[src/rtl/dm_port_arbiter.sv]
// ============================================================================
// Module  : dm_port_arbiter
// Brief   : Two-port (CPU / external loader) arbiter for a single-port data memory.
// Revision: 1.0 - initial release
// ============================================================================
`default_nettype none

module dm_port_arbiter #(
   parameter int AW        = 10,
   parameter int DW        = 32,
   parameter int PRIO_MODE = 0
) (
   input  logic          clk,
   input  logic          rst,
   input  logic          cpu_req,
   input  logic          cpu_we,
   input  logic [AW-1:0] cpu_addr,
   input  logic [DW-1:0] cpu_wdata,
   output logic          cpu_ack,
   output logic [DW-1:0] cpu_rdata,
   output logic          cpu_stall,
   input  logic          ext_req,
   input  logic          ext_we,
   input  logic [AW-1:0] ext_addr,
   input  logic [DW-1:0] ext_wdata,
   output logic          ext_ack,
   output logic [DW-1:0] ext_rdata,
   output logic [AW-1:0] mem_addr,
   output logic [DW-1:0] mem_din,
   output logic          mem_we,
   input  logic [DW-1:0] mem_dout,
   output logic          busy
);

   typedef enum logic [1:0] {
      S_IDLE   = 2'd0,
      S_ACCESS = 2'd1,
      S_RESP   = 2'd2
   } state_t;

   state_t          r_state;
   state_t          w_next;
   logic            r_last_grant;
   logic            r_sel_port;
   logic            r_sel_we;
   logic [AW-1:0]   r_sel_addr;
   logic [DW-1:0]   r_sel_wdata;
   logic [DW-1:0]   r_cpu_rdata;
   logic [DW-1:0]   r_ext_rdata;
   logic            w_any_req;
   logic            w_win;

   // Port encoding: 0 = CPU, 1 = external. On a tie round-robin hands the
   // grant to whichever port did not win last time.
   always_comb begin
      w_any_req = cpu_req | ext_req;
      w_win     = ext_req;
      if (cpu_req && ext_req) begin
         w_win = (PRIO_MODE == 1) ? 1'b0 : ~r_last_grant;
      end
   end

   always_comb begin
      w_next = r_state;
      case (r_state)
         S_IDLE:   if (w_any_req) w_next = S_ACCESS;
         S_ACCESS: w_next = S_RESP;
         S_RESP:   w_next = S_IDLE;
         default:  w_next = S_IDLE;
      endcase
   end

   always_ff @(posedge clk or negedge rst) begin
      if (!rst) begin
         r_state      <= S_IDLE;
         r_last_grant <= 1'b1;
         r_sel_port   <= 1'b0;
         r_sel_we     <= 1'b0;
         r_sel_addr   <= '0;
         r_sel_wdata  <= '0;
         r_cpu_rdata  <= '0;
         r_ext_rdata  <= '0;
      end else begin
         r_state <= w_next;
         if (r_state == S_IDLE && w_any_req) begin
            r_sel_port   <= w_win;
            r_last_grant <= w_win;
            r_sel_we     <= w_win ? ext_we    : cpu_we;
            r_sel_addr   <= w_win ? ext_addr  : cpu_addr;
            r_sel_wdata  <= w_win ? ext_wdata : cpu_wdata;
         end
         if (r_state == S_ACCESS && !r_sel_we) begin
            if (r_sel_port) r_ext_rdata <= mem_dout;
            else            r_cpu_rdata <= mem_dout;
         end
      end
   end

   // The latched request fields double as the memory address/data lines so
   // they naturally hold their last value outside ACCESS.
   assign mem_addr  = r_sel_addr;
   assign mem_din   = r_sel_wdata;
   assign mem_we    = (r_state == S_ACCESS) & r_sel_we;
   assign cpu_ack   = (r_state == S_RESP) & ~r_sel_port;
   assign ext_ack   = (r_state == S_RESP) &  r_sel_port;
   assign cpu_rdata = r_cpu_rdata;
   assign ext_rdata = r_ext_rdata;
   assign cpu_stall = cpu_req & ~cpu_ack;
   assign busy      = (r_state != S_IDLE);

endmodule

`default_nettype wire

[config.mk]
export PLATFORM = sky130hd
export DESIGN_NAME = dm_port_arbiter
export DESIGN_NICKNAME = d
export VERILOG_FILES = /design/src/rtl/dm_port_arbiter.sv
export SDC_FILE = /design/constraint.sdc
export NUM_CORES = 1
export LEC_CHECK = 0
export CAP_MARGIN = 40
export CORE_UTILIZATION = 42
export CTS_CLUSTER_DIAMETER = 60
export DETAILED_ROUTE_END_ITERATION = 8
export PLACE_DENSITY = 0.81
export RECOVER_POWER = 100
export SYNTH_ARGS = -nofsm -noshare
export SYNTH_HDL_FRONTEND = slang
export SYNTH_SLANG_ARGS = --single-unit
[constraint.sdc]
create_clock -name clk -period 2.3 [get_ports clk]
set_input_delay 0.23 -clock clk [delete_from_list [all_inputs] [get_ports clk]]
set_output_delay 0.23 -clock clk [all_outputs]
set_load 0.02 [all_outputs]
==> results.md <==
* Outcome: finished with violations
* Failing checks: DRC
* Most frequent cells in the layout: 120 x clkdlybuf4s50_1, 112 x dlygate4sd3_1, 110 x dfrtp_1, 72 x mux2_2
* DR DRC count at 20
* Crit-path max cell delay at 0.70 ns
* Area Overhead vs Synth at 50.76%
* Gr usage total at 20.09%
* First-pass GRT wire length at 19.25 mm
* Power per cell area at 1329 mW/mm²
* Drt via density at 4.902
* Pleak at 3.279 nW
* Crit path depth at 3
* DR pass1 iterations at 6
* WP data arrival at 1.83 ns
* Switching fraction of total power at 37.05%
* Hold depth at 1
* GR Overflow Total at 0
* Dpl hpwl at 9.115 mm
* Resized cells post-CTS at 0
* Crit-path leading delay family: buffers and inverters
* CP max stage cell: dlygate4sd3_1
* Clock power share at 14.5%
* Initial Util at 43.59%
* Clk sinks at 111
* Worst Hold Class: reg2reg
* Clock transition at the registers of the reported paths at 0.07 ns
* DRT iter0 DRCs at 164
* WP data required at 2.07 ns
* Sequential area share after synthesis at 55.13%
* Buf/Inv on CP at 1
* Die width at 111.6 µm
* Fin crit period at 2.059 ns
* Setup TNS Final at 0 ns
* Critical path class: reg2out
* P_int at 6.355 mW
* Fin util at 65.71%
* Layout cells sized above 1 at 26.08%
* Switching power total at 3.741 mW
* Vias in the first global route at 3655
* Total core area at 0.01156 mm²
* Post-route ant nets at 0
* Clk Latency, worst-skew pair at 0.34 ns
* WL/cell at 17.76 µm
* Full die area at 0.01244 mm²
* Cell area after synthesis at 0.005041 mm²
* Clock root cell: clkbuf_16
* Yosys reg bits at 111
* Finish-stage setup viols at 0
* CP Max Fanout at 4
* Setup Skew at 0.007442 ns
* Register share of total power at 34.5%
* CTS buffer count at 9
* Hold slack at 0.4854 ns
* Ys Warns at 0
* CP Launch Type: flip-flop
* RSZ-0062 raised after global routing: no
* Synth unique cells at 20
* FF-to-FF setup slack at 0.26 ns
* Worst vdd ir at 0.0004966 V
* Commonest non-fill, non-tap cell in the layout: clkdlybuf4s50_1
* Max clock buf depth at 2
* RD Place Congestion at 0.7449
* Slew of the pin with the lowest slew margin at 0.9660 ns
* Relative slew slack at 35.60%
* Worst Reg-to-Reg Cells at 4
* Synthesized netlist cell count at 292
* I/O pins at 233
* Diodes inserted at 0
* Row Count at 39
* Vias at 3314
* H-tree Lvls at 3
* Routed wire length at 12.01 mm
* Worst path cell trace: and2b_1, and2_1, dlygate4sd3_1
* DP Worst Slack at 0.3158 ns
* Final Worst Setup Slack at 0.2406 ns
* Largest net degree at the start of global routing at 62
* Fmax at 485.6 MHz
* Syn_area_per_cell at 17.26 µm²
* Final Max Tran Viols at 0
* Post-Syn Nets at 414
* Final hold vios at 0
* IO buf count at 232
* CTS Hold Bufs at 1
* Die Span Y at 111.6 µm
* MaxCap Viol Count at 0
* Period utilisation layout at 89.54%
* Nets at 650
* CTS tree: yes
* Setup Fix Bufs, Post-CTS at 0
* Kind of end point of the critical path: primary output
* Comb power frac at 51.0%
* Filler cells at 910
* Initial antenna violation count at 0
[area by class of cell]
cell class | instances | area, µm² | area share (%)
sequential | 111 | 2779 | 36.57
timing repair buffer | 241 | 2404 | 31.63
multi-input combinational | 163 | 1948 | 25.63
clock buffer | 11 | 242.7 | 3.194
tap | 143 | 178.9 | 2.354
clock inverter | 5 | 40.04 | 0.5268
inverter | 2 | 7.507 | 0.09878
[through the flow]
stage	instance area, µm²	total power, mW	cells
2_1_floorplan	5041	6.925	292
3_3_place_gp	7502	9.468	659
3_5_place_dp	7502	9.639	659
4_1_cts	7795	11.14	676
5_1_grt	7600	10.65	676
6_report	7600	10.10	676
[layer usage]
metal	vias up	track usage [%]	wire [µm]
li1	1516	-	-
met5	-	0	0
met1	1638	22.92	4805
met3	11	6.315	973
met2	149	35.33	6066
met4	0	7.387	164
[sequential cells by signal, summed over array words and instances (netlist names)]
register,flops
cpu_rdata,32
mem_addr,10
r_state,2
r_sel_we,1
r_sel_port,1
ext_rdata,32
mem_din,32
r_last_grant,1
[synth_stat cells, drive strengths merged]
master / count / area share (%)
mux2: 150 / 39
dfrtp: 110 / 55
buf: 16 / 3.5
nor3b: 4 / 0.79
inv: 2 / 0.15
a21bo: 1 / 0.20
a21oi: 1 / 0.099
a31oi: 1 / 0.12
and2: 1 / 0.12
and2b: 1 / 0.15
dfstp: 1 / 0.52
nor2: 1 / 0.074
nor2b: 1 / 0.12
o21a: 1 / 0.15
o22ai: 1 / 0.12
[kinds of logic after synthesis]
logic type / Yosys count / share of synthesized area, %
multiplexers: 150 / 39.31
flip-flops: 111 / 55.13
buffers and inverters: 18 / 3.599
AND/OR/NAND/NOR: 8 / 1.266
AO/OA/AOI/OAI: 5 / 0.6951
[power groups by stage]
stage	logic (mW)	clock network (mW)	registers [mW]
2_1_floorplan	2.25	0	4.68
3_3_place_gp	5.95	0	3.52
3_5_place_dp	6.06	0	3.58
4_1_cts	6.06	1.51	3.56
5_1_grt	5.42	1.61	3.62
6_report	5.15	1.47	3.48
[final timing paths]
kind / start / endpoint
setup reg to reg: r_state[1]$_DFFE_PN0P_ / cpu_rdata[17]$_DFFE_PN0P_
setup / recovery: r_state[1]$_DFFE_PN0P_ / mem_we
hold reg to reg: mem_din[12]$_DFFE_PN0P_ / mem_din[12]$_DFFE_PN0P_
max in group asynchronous: rst / mem_din[7]$_DFFE_PN0P_
hold / removal: mem_din[12]$_DFFE_PN0P_ / mem_din[12]$_DFFE_PN0P_
min in group asynchronous: rst / ext_rdata[4]$_DFFE_PN0P_
(Power assumes the default switching activity.)
